`config.mk`:
```
export PLATFORM = sky130hd
export DESIGN_NAME = fifo_frame_drain
export DESIGN_NICKNAME = d
export VERILOG_FILES = /design/src/rtl/fifo_drain_pkg.sv /design/src/rtl/drain_skid2.sv /design/src/rtl/fifo_frame_drain.sv
export SDC_FILE = /design/constraint.sdc
export NUM_CORES = 1
export LEC_CHECK = 0
export BUFFER_PORTS_ARGS = -buffer_cell sky130_fd_sc_hd__buf_2
export CAP_MARGIN = 10
export CORE_MARGIN = 8
export CORE_UTILIZATION = 35
export CTS_BUF_LIST = sky130_fd_sc_hd__clkbuf_4
export CTS_CLUSTER_DIAMETER = 30
export CTS_CLUSTER_SIZE = 28
export DETAILED_ROUTE_END_ITERATION = 10
export PLACE_DENSITY_LB_ADDON = 0.3
export SETUP_SLACK_MARGIN = 0.3
export SLEW_MARGIN = 20
export SYNTH_ARGS = -nofsm -noshare
export SYNTH_HDL_FRONTEND = slang
export SYNTH_SLANG_ARGS = --single-unit
```
`constraint.sdc`:
```
create_clock -name clk -period 9.4 [get_ports clk]
set_clock_uncertainty 0.1 [all_clocks]
set_input_delay 1.41 -clock clk [delete_from_list [all_inputs] [get_ports clk]]
set_output_delay 1.41 -clock clk [all_outputs]
set_load 0.005 [all_outputs]
```
`src/rtl/fifo_drain_pkg.sv`:
```
// Shared definitions for the TX FIFO frame drain: state encoding, flag positions
// inside FIFO words and skid entries, and counter widths.
package fifo_drain_pkg;

   typedef enum logic [1:0] {
      IDLE   = 2'd0,
      STREAM = 2'd1,
      DROP   = 2'd2
   } drain_state_e;

   // Flag bit offsets above the payload in a FIFO word
   localparam int unsigned FIFO_EOP_OFS = 0;
   localparam int unsigned FIFO_SOP_OFS = 1;

   // Flag bit offsets above the payload in a skid entry
   localparam int unsigned SKID_ERR_OFS = 0;
   localparam int unsigned SKID_EOP_OFS = 1;
   localparam int unsigned SKID_SOP_OFS = 2;

   localparam int unsigned CNT_W  = 16;
   localparam int unsigned WCNT_W = 8;

endpackage

```
`src/rtl/drain_skid2.sv`:
```
// Two-entry valid/ready skid buffer with flow-through when empty, so a word
// returned by the FIFO is presented on the output in the same cycle.
module drain_skid2 #(
   parameter int unsigned W = 67
) (
   input  logic         i_clk,
   input  logic         i_reset,
   input  logic         i_valid,
   input  logic [W-1:0] i_data,
   output logic         o_valid,
   input  logic         i_ready,
   output logic [W-1:0] o_data,
   output logic [1:0]   o_occ,
   output logic         o_pop
);

   logic [W-1:0] r_mem [2];
   logic [1:0]   r_cnt;
   logic [W-1:0] w_mem0_d;
   logic [W-1:0] w_mem1_d;
   logic [1:0]   w_cnt_d;
   logic         w_has;

   assign w_has   = (r_cnt != 2'd0);
   assign o_valid = w_has | i_valid;
   assign o_data  = w_has ? r_mem[0] : (i_valid ? i_data : '0);
   assign o_pop   = o_valid & i_ready;
   assign o_occ   = r_cnt;

   always_comb begin
      w_mem0_d = r_mem[0];
      w_mem1_d = r_mem[1];
      w_cnt_d  = r_cnt + {1'b0, i_valid} - {1'b0, o_pop};
      if (o_pop) begin
         w_mem0_d = r_mem[1];
      end
      // New entry lands at the tail; flow-through (w_cnt_d == 0) stores nothing
      if (i_valid && (w_cnt_d == 2'd1)) begin
         w_mem0_d = i_data;
      end
      if (i_valid && (w_cnt_d == 2'd2)) begin
         w_mem1_d = i_data;
      end
   end

   always_ff @(posedge i_clk or posedge i_reset) begin
      if (i_reset) begin
         r_cnt    <= 2'd0;
         r_mem[0] <= '0;
         r_mem[1] <= '0;
      end else begin
         r_cnt    <= w_cnt_d;
         r_mem[0] <= w_mem0_d;
         r_mem[1] <= w_mem1_d;
      end
   end

endmodule

```
`src/rtl/fifo_frame_drain.sv`:
```
// Drains the MAC TX FIFO into a valid/ready frame stream, tagging sop/eop and
// truncating malformed or oversize frames with an error-flagged eop.
module fifo_frame_drain
   import fifo_drain_pkg::*;
#(
   parameter int unsigned DATA_W       = 64,
   parameter int unsigned PTR          = 4,
   parameter int unsigned START_THRESH = 4,
   parameter int unsigned STALL_MAX    = 15,
   parameter int unsigned MAX_WORDS    = 190
) (
   input  logic                clk,
   input  logic                reset,
   output logic                fifo_rden,
   input  logic [DATA_W+1:0]   fifo_dataout,
   input  logic                fifo_rdempty,
   input  logic [PTR:0]        fifo_usedw,
   output logic                out_valid,
   input  logic                out_ready,
   output logic [DATA_W-1:0]   out_data,
   output logic                out_sop,
   output logic                out_eop,
   output logic                out_err,
   output logic [CNT_W-1:0]    frame_cnt,
   output logic [CNT_W-1:0]    drop_cnt
);

   localparam int unsigned SKID_W  = DATA_W + 3;
   localparam int unsigned STALL_W = $clog2(STALL_MAX + 1);
   localparam logic [PTR:0]        THRESH    = (PTR + 1)'(START_THRESH);
   localparam logic [STALL_W-1:0]  STALL_LIM = STALL_W'(STALL_MAX);
   localparam logic [WCNT_W-1:0]   WORD_LAST = WCNT_W'(MAX_WORDS - 1);

   drain_state_e        r_state;
   drain_state_e        w_state_d;
   logic                r_inflight;
   logic [WCNT_W-1:0]   r_wcnt;
   logic [WCNT_W-1:0]   w_wcnt_d;
   logic [STALL_W-1:0]  r_stall;
   logic [STALL_W-1:0]  w_stall_d;
   logic [CNT_W-1:0]    r_frame_cnt;
   logic [CNT_W-1:0]    r_drop_cnt;
   logic                w_frame_inc;
   logic                w_drop_inc;
   logic                w_push;
   logic                w_push_sop;
   logic                w_push_eop;
   logic                w_push_err;
   logic                w_in_sop;
   logic                w_in_eop;
   logic                w_idle_go;
   logic [1:0]          w_occ;
   logic                w_pop;
   logic [2:0]          w_credit;
   logic [SKID_W-1:0]   w_skid_in;
   logic [SKID_W-1:0]   w_skid_out;

   assign w_in_sop  = fifo_dataout[DATA_W + FIFO_SOP_OFS];
   assign w_in_eop  = fifo_dataout[DATA_W + FIFO_EOP_OFS];
   // A word already returned while idle commits us to start a frame
   assign w_idle_go = (fifo_usedw >= THRESH) || (r_stall == STALL_LIM) || r_inflight;
   // Entries left after this cycle's pop, plus the read already in flight
   assign w_credit  = 3'(w_occ) + 3'(r_inflight) - 3'(w_pop);
   assign fifo_rden = !reset && !fifo_rdempty && ((r_state != IDLE) || w_idle_go)
                      && (w_credit < 3'd2);

   always_comb begin
      w_state_d   = r_state;
      w_wcnt_d    = r_wcnt;
      w_push      = 1'b0;
      w_push_sop  = 1'b0;
      w_push_eop  = 1'b0;
      w_push_err  = 1'b0;
      w_frame_inc = 1'b0;
      w_drop_inc  = 1'b0;
      if ((r_state == IDLE) && w_idle_go) begin
         w_state_d = STREAM;
      end
      if (r_inflight) begin
         if (r_state == DROP) begin
            if (w_in_eop) begin
               w_state_d = IDLE;
            end
         end else begin
            w_wcnt_d = r_wcnt + WCNT_W'(1);
            if ((r_wcnt == '0) && !w_in_sop) begin
               w_drop_inc = 1'b1;
               w_state_d  = w_in_eop ? IDLE : DROP;
            end else if (r_wcnt == '0) begin
               w_push      = 1'b1;
               w_push_sop  = 1'b1;
               w_push_eop  = w_in_eop;
               w_frame_inc = w_in_eop;
               w_state_d   = w_in_eop ? IDLE : STREAM;
            end else if (w_in_sop || (!w_in_eop && (r_wcnt == WORD_LAST))) begin
               w_push     = 1'b1;
               w_push_eop = 1'b1;
               w_push_err = 1'b1;
               w_drop_inc = 1'b1;
               w_state_d  = w_in_eop ? IDLE : DROP;
            end else begin
               w_push      = 1'b1;
               w_push_eop  = w_in_eop;
               w_frame_inc = w_in_eop;
               if (w_in_eop) begin
                  w_state_d = IDLE;
               end
            end
         end
      end
      if (w_state_d != STREAM) begin
         w_wcnt_d = '0;
      end
   end

   always_comb begin
      w_stall_d = '0;
      if ((r_state == IDLE) && (w_state_d == IDLE)) begin
         w_stall_d = r_stall;
         if (!fifo_rdempty && (r_stall != STALL_LIM)) begin
            w_stall_d = r_stall + STALL_W'(1);
         end
      end
   end

   always_ff @(posedge clk or posedge reset) begin
      if (reset) begin
         r_state     <= IDLE;
         r_inflight  <= 1'b0;
         r_wcnt      <= '0;
         r_stall     <= '0;
         r_frame_cnt <= '0;
         r_drop_cnt  <= '0;
      end else begin
         r_state    <= w_state_d;
         r_inflight <= fifo_rden;
         r_wcnt     <= w_wcnt_d;
         r_stall    <= w_stall_d;
         if (w_frame_inc) begin
            r_frame_cnt <= r_frame_cnt + CNT_W'(1);
         end
         if (w_drop_inc) begin
            r_drop_cnt <= r_drop_cnt + CNT_W'(1);
         end
      end
   end

   assign w_skid_in = {w_push_sop, w_push_eop, w_push_err, fifo_dataout[DATA_W-1:0]};

   drain_skid2 #(
      .W (SKID_W)
   ) u_skid (
      .i_clk   (clk),
      .i_reset (reset),
      .i_valid (w_push),
      .i_data  (w_skid_in),
      .o_valid (out_valid),
      .i_ready (out_ready),
      .o_data  (w_skid_out),
      .o_occ   (w_occ),
      .o_pop   (w_pop)
   );

   assign out_data  = w_skid_out[DATA_W-1:0];
   assign out_sop   = w_skid_out[DATA_W + SKID_SOP_OFS];
   assign out_eop   = w_skid_out[DATA_W + SKID_EOP_OFS];
   assign out_err   = w_skid_out[DATA_W + SKID_ERR_OFS];
   assign frame_cnt = r_frame_cnt;
   assign drop_cnt  = r_drop_cnt;

endmodule

```
==> reports/results.txt, run 1 <==
CP arrival -> 4.77 ns
Setup CP Type -> input port to output port
Worst-Skew Late Latency -> 0.57 ns
Peak fanout along the critical path -> 68
Sink Count -> 183
Crit-path cells -> buf_2 -> inv_1 -> nand4_1 -> nand3_4 -> inv_2 -> ha_1 -> nand2b_1 -> fa_1 -> xnor2_1 -> nand4_1 -> nor2_1 -> buf_2
Initial Utilization -> 35.65%
Via-to-Cell Ratio -> 5.228
Layout cells sized above 1 -> 29.13%
Worst-Margin Slew -> 0.9846 ns
Setup_tns -> 0 ns
Hold buffers post-CTS -> 0
Synth async-reset ratio -> 100.0%
Crit end category -> output port
Post-route cell area -> 0.01012 mm²
Initial drt markers -> 542
First-pass GRT wire length -> 39.29 mm
Syn_nets -> 929
Clock tree buffer depth -> 2
Cts repair resizes -> 0
Synth Register Bits -> 183
Vias in the first global route -> 7194
Max-slew headroom -> 34.36%
Util after Layout -> 41.61%
Status -> finished, final reports clean
Post-route ant nets -> 0
Slowest stage cell, crit path -> inv_2
Leak -> 4.970 nW
Vert. Die Dim -> 173.4 µm
Unrepaired setup endpoints after global routing -> no
Clk slew on worst S/H paths -> 0.15 ns
Hold Vio Cnt, Final -> 0
Power density cells -> 276.2 mW/mm²
CTS root buf -> clkbuf_4
Drt first pass iters -> 4
Num CTS Buffers -> 17
CP peak stage delay -> 0.81 ns
Leading cell type in the layout, fill and taps excluded -> dfrtp_1
Die Width -> 173.4 µm
Post-synthesis cell count -> 844
Post-synth top flop -> dfrtp_1
Tot GR Track Use -> 15.71%
Fmax -> 159.2 MHz
Row count -> 57
Fill count -> 2416
Cell count after placement -> 1299
Routed wire per std cell -> 17.61 µm
Commonest non-fill, non-tap cells in the layout -> dfrtp_1, buf_2, a21oi_1, nand2_1, nor2_1
Htree depth -> 4
Synth warnings -> 0
Layout Cells excl Fill -> 1331
Final #Nets -> 1079
Post-DP Area -> 0.009852 mm²
Via count -> 6958
PnR Total Power -> 2.795 mW
Core ar. -> 0.02432 mm²
Port Buffers -> 173
Tmin final -> 6.282 ns
Post-synth EDFFs -> 0
Critical Path RT -> 7.89 ns
Max-Cap Viols -> 0
FF/Latch Area -> 0.004579 mm²
Pin count of the biggest net entering global routing -> 74
Post-CTS Setup Inserts -> 0
Clock tree from TritonCTS -> yes
Final max-slew violation count -> 0
GP Congestion -> 0.7623
Worst vdd ir -> 0.1270 mV
Unique masters post-synth -> 46
Hold Crit Class -> register to register
Sequential element share of the synthesized area -> 52.81%
Post-route DRC -> 0
Mapped Area -> 0.008671 mm²
Total grt overflow -> 0
Total Wirelength -> 23.43 mm
Startpoint types -> input port
Initial antenna violation count -> 1
Final setup viols -> 0
Fin crit share -> 66.83%
Area Overhead vs Synth -> 16.71%
Multi-input logic area -> 0.003855 mm²
Ports -> 176
HPWL after DPL -> 14.61 mm
Die area -> 0.03007 mm²
Synth Area per Inst -> 10.27 µm²
[synthesized netlist by cell type, types with 7 or more instances]
library cell	n	area, µm²
dfrtp_1	183	4579
a21oi_1	135	675.7
nand2_1	92	345.3
nor2_1	85	319.1
mux2_2	66	743.2
a22o_1	64	560.5
clkbuf_1	38	142.6
xnor2_1	23	201.4
nor3_1	18	90.09
xor2_1	17	148.9
nand3_1	15	75.07
inv_1	14	52.55
nand4_1	14	87.58
buf_2	13	65.06
ha_1	9	112.6
and3_1	7	43.79
[sequential cells by signal, summed over array words and instances (netlist names)]
register and cells:
u_skid.o_occ 2, r_inflight 1, r_stall 4, drop_cnt 16, frame_cnt 16, u_skid.r_mem 134, r_wcnt 8, r_state 2
[critical path, delay by kind of cell]
family | cells | cell delay, ns
xor gates and xnor gates | 1 | 0.14
adders and majority gates | 2 | 0.72
buffers and inverters | 4 | 1.21
and+or+nand+nor | 5 | 1.27
[cells by family (layout without fill, tap and decap cells)]
family | after synthesis | count (layout) | share of synthesized area (%)
simple gates | 256 | 256 | 13.41
compound gates | 217 | 217 | 15.90
flops | 183 | 183 | 52.81
mux | 69 | 69 | 8.918
buf+inv | 68 | 230 | 3.131
xor+xnor | 41 | 41 | 4.300
fa+ha+maj | 10 | 10 | 1.530
other cells | 0 | 1 | 0
[path summary, 6_finish.rpt]
check / from / to / slack [ns] / cells past startpoint
setup / recovery: fifo_dataout[65] / fifo_rden / 3.12 / 12
max in group asynchronous: reset / u_skid.r_mem[46]$_DFFE_PP0P_ / 7.15 / 3
min in group asynchronous: reset / u_skid.r_mem[36]$_DFFE_PP0P_ / 0.78 / 2
setup reg to reg: r_wcnt[0]$_DFFE_PP0P_ / u_skid.r_mem[113]$_DFFE_PP0P_ / 3.70 / 16
hold / removal: frame_cnt[15]$_DFFE_PP0P_ / frame_cnt[15]$_DFFE_PP0P_ / 0.38 / 1
hold reg to reg: frame_cnt[15]$_DFFE_PP0P_ / frame_cnt[15]$_DFFE_PP0P_ / 0.38 / 1
[stage by stage]
step | hold WS, ns | worst slack [ns]
floorplan | 0.3647 | 2.188
global placement | 0.3521 | 2.880
detailed placement | 0.3546 | 2.843
CTS | 0.3763 | 3.040
global route | 0.4055 | 2.823
finish | 0.3754 | 3.118
[layout make-up]
cell class	instances	area share (%)
flip-flops and latches	183	45.25
multi-input cells	593	38.09
repair buffers	184	9.372
well taps	324	4.006
clock inverters	14	1.360
clock buffers	17	1.261
inverters	15	0.6306
diodes	1	0.02473
[where the power goes]
group          internal, mW  switching, mW  leakage (nW)
Clock                 0.117          0.317         0.146
Combinational         0.515          0.568          2.39
Sequential             1.10          0.180          2.44
Total                  1.73           1.06          4.97
[metal layers]
| metal | vias to the layer above | routed length [µm] | part of all wire, % | track usage [%] |
|---|---|---|---|---|
| li1 | 3268 | - | - | - |
| met1 | 3524 | 10930 | 47 | 20.92 |
| met2 | 158 | 11300 | 48 | 25.46 |
| met3 | 8 | 1044 | 4.5 | 3.659 |
| met4 | 0 | 153 | 0.65 | 3.701 |
| met5 | - | 0 | 0 | 0 |
Note: power is estimated with default switching activity, not from simulation.
==> run 2: changes to the inputs <==
==> constraint.sdc (replaced) <==
create_clock -name clk -period 6.1 [get_ports clk]
set_clock_uncertainty 0.1 [all_clocks]
set_input_delay 0.915 -clock clk [delete_from_list [all_inputs] [get_ports clk]]
set_output_delay 0.915 -clock clk [all_outputs]
set_load 0.005 [all_outputs]
==> reports/results.txt, run 2 (synthesized netlist as in run 1, its figures left out) <==
Clk slew on worst S/H paths -> 0.17 ns (+0.02 ns)
Post-route ant nets -> 0 (unchanged)
Final #Nets -> 1085 (+0.56%)
Total grt overflow -> 0 (unchanged)
Status -> finished, final reports clean
Peak fanout along the critical path -> 17 (-75%)
Ports -> 176 (unchanged)
Routed wire per std cell -> 17.31 µm (-1.7%)
Hold path startpoint -> frame_cnt[15]$_DFFE_PP0P_
Setup_tns -> 0 ns (unchanged)
Port Buffers -> 173 (unchanged)
Util after Layout -> 42.04% (+0.43 points)
Tmin final -> 4.546 ns
Unrepaired setup endpoints after global routing -> no
Die Width -> 173.4 µm (unchanged)
Fill count -> 2415 (-0.041%)
Clock tree from TritonCTS -> yes
Post-CTS Setup Inserts -> 0 (unchanged)
WHS Endpoint -> frame_cnt[15]$_DFFE_PP0P_
Via count -> 6876 (-1.2%)
Fmax -> 220.0 MHz
Row count -> 57 (unchanged)
Final max-slew violation count -> 0 (unchanged)
Setup CP Type -> register to output port
CP arrival -> 3.53 ns (-1.24 ns)
Drt first pass iters -> 5 (+1)
Via-to-Cell Ratio -> 5.139 (-1.7%)
CTS root buf -> clkbuf_4
Worst-Skew Late Latency -> 0.58 ns (about the same)
Tot GR Track Use -> 15.38% (-0.32 points)
Initial Utilization -> 35.65% (unchanged)
Area Overhead vs Synth -> 17.92%
Sink Count -> 183 (unchanged)
Cell count after placement -> 1305 (+0.46%)
Fin crit share -> 74.52%
Cell depth of the worst hold path -> 1 (unchanged)
Post-route DRC -> 0 (unchanged)
Hold Vio Cnt, Final -> 0 (unchanged)
Cts repair resizes -> 0 (unchanged)
HPWL after DPL -> 14.71 mm (+0.68%)
Htree depth -> 4 (unchanged)
Vias in the first global route -> 7104 (-1.3%)
Layout Cells excl Fill -> 1338 (+0.53%)
Leading cell type in the layout, fill and taps excluded -> dfrtp_1
Max reg flops -> 134 (unchanged)
Hold buffers post-CTS -> 0 (unchanged)
Layout cells sized above 1 -> 29.71% (+0.59 points)
Final setup viols -> 0 (unchanged)
Total Wirelength -> 23.16 mm (-1.2%)
Initial antenna violation count -> 3 (+2)
Core ar. -> 0.02432 mm² (unchanged)
Reg with most FFs -> u_skid.r_mem
Commonest non-fill, non-tap cells in the layout -> dfrtp_1, buf_2, a21oi_1, nand2_1, nor2_1
Critical Path RT -> 5.08 ns (-2.81 ns)
First-pass GRT wire length -> 38.16 mm (-2.9%)
Power density cells -> 423.6 mW/mm² (+53%)
Startpoint types -> register
Worst-Margin Slew -> 0.9531 ns (-0.03146 ns)
GP Congestion -> 0.7687 (+0.84%)
Num CTS Buffers -> 17 (unchanged)
Reg2reg end -> u_skid.r_mem[133]$_DFFE_PP0P_
Leak -> 5.017 nW (+0.93%)
Reg2Reg Setup Slack -> 1.73 ns (-1.97 ns)
RR Startpoint -> r_wcnt[1]$_DFFE_PP0P_
Pin count of the biggest net entering global routing -> 71 (-4.1%)
Crit end category -> output port
Hold Crit Class -> register to register
Max-slew headroom -> 35.98% (+1.6 points)
Initial drt markers -> 477 (-12%)
R2R cell count -> 14 (-2)
Vert. Die Dim -> 173.4 µm (unchanged)
Die area -> 0.03007 mm² (unchanged)
Worst vdd ir -> 0.1770 mV (+39%)
Clock tree buffer depth -> 2 (unchanged)
Max-Cap Viols -> 0 (unchanged)
## run 2: worst max-delay path: stages (launching register included)
cell	delay [ns]
dfrtp_1	0.43
inv_1	0.13
ha_1	0.17
nor4b_1	0.35
nand4_1	0.22
nand3_4	0.12
inv_2	0.17
ha_1	0.32
nand2b_1	0.15
fa_1	0.39
xnor2_1	0.14
nand4_1	0.10
nor2_1	0.13
buf_2	0.14
## run 2: power by group
part | total (mW) | switching [mW] | internal [mW]
sequential | 1.97 | 0.281 | 1.69
clock | 0.696 | 0.502 | 0.195
combinational | 1.66 | 0.857 | 0.803
total | 4.33 | 1.64 | 2.69
## run 2: layer usage
| layer | vias up | global-route usage (%) | wire, µm |
|---|---|---|---|
| met3 | 15 | 3.137 | 945 |
| li1 | 3285 | - | - |
| met2 | 150 | 25.29 | 11060 |
| met5 | - | 0 | 26 |
| met1 | 3422 | 20.28 | 10920 |
| met4 | 4 | 4.096 | 214 |
## run 2: area by class of cell
| cell class | count | area (µm²) | share of cell area [%] |
|---|---|---|---|
| sequential | 183 | 4579 | 44.79 |
| antenna | 1 | 2.502 | 0.02447 |
| timing repair buffer | 190 | 1031 | 10.08 |
| inverter | 15 | 60.06 | 0.5874 |
| clock inverter | 14 | 156.4 | 1.530 |
| tap | 324 | 405.4 | 3.965 |
| multi-input combinational | 593 | 3855 | 37.70 |
| clock buffer | 18 | 135.1 | 1.322 |
## run 2: how the worst max path moves through the flow
stage	from	slack [ns]	cells after the start	to
global route	r_wcnt[1]$_DFFE_PP0P_	1.13	13	fifo_rden
CTS	r_wcnt[1]$_DFFE_PP0P_	1.46	13	fifo_rden
global placement	r_wcnt[0]$_DFFE_PP0P_	1.75	14	u_skid.r_mem[133]$_DFFE_PP0P_
floorplan	reset	1.07	3	fifo_rden
detailed placement	r_wcnt[0]$_DFFE_PP0P_	1.73	14	u_skid.r_mem[133]$_DFFE_PP0P_
finish	r_wcnt[1]$_DFFE_PP0P_	1.55	13	fifo_rden
## run 2: per-stage QoR
step / power, mW / setup slack [ns] / instance area, µm² / hold slack [ns]
2_1_floorplan: 3.074 / 1.074 / 8675 / 0.3647
3_3_place_gp: 3.645 / 1.753 / 9931 / 0.3510
3_5_place_dp: 3.694 / 1.733 / 9931 / 0.3579
4_1_cts: 4.405 / 1.461 / 10220 / 0.3819
5_1_grt: 4.674 / 1.127 / 10220 / 0.4069
6_report: 4.331 / 1.554 / 10220 / 0.3769
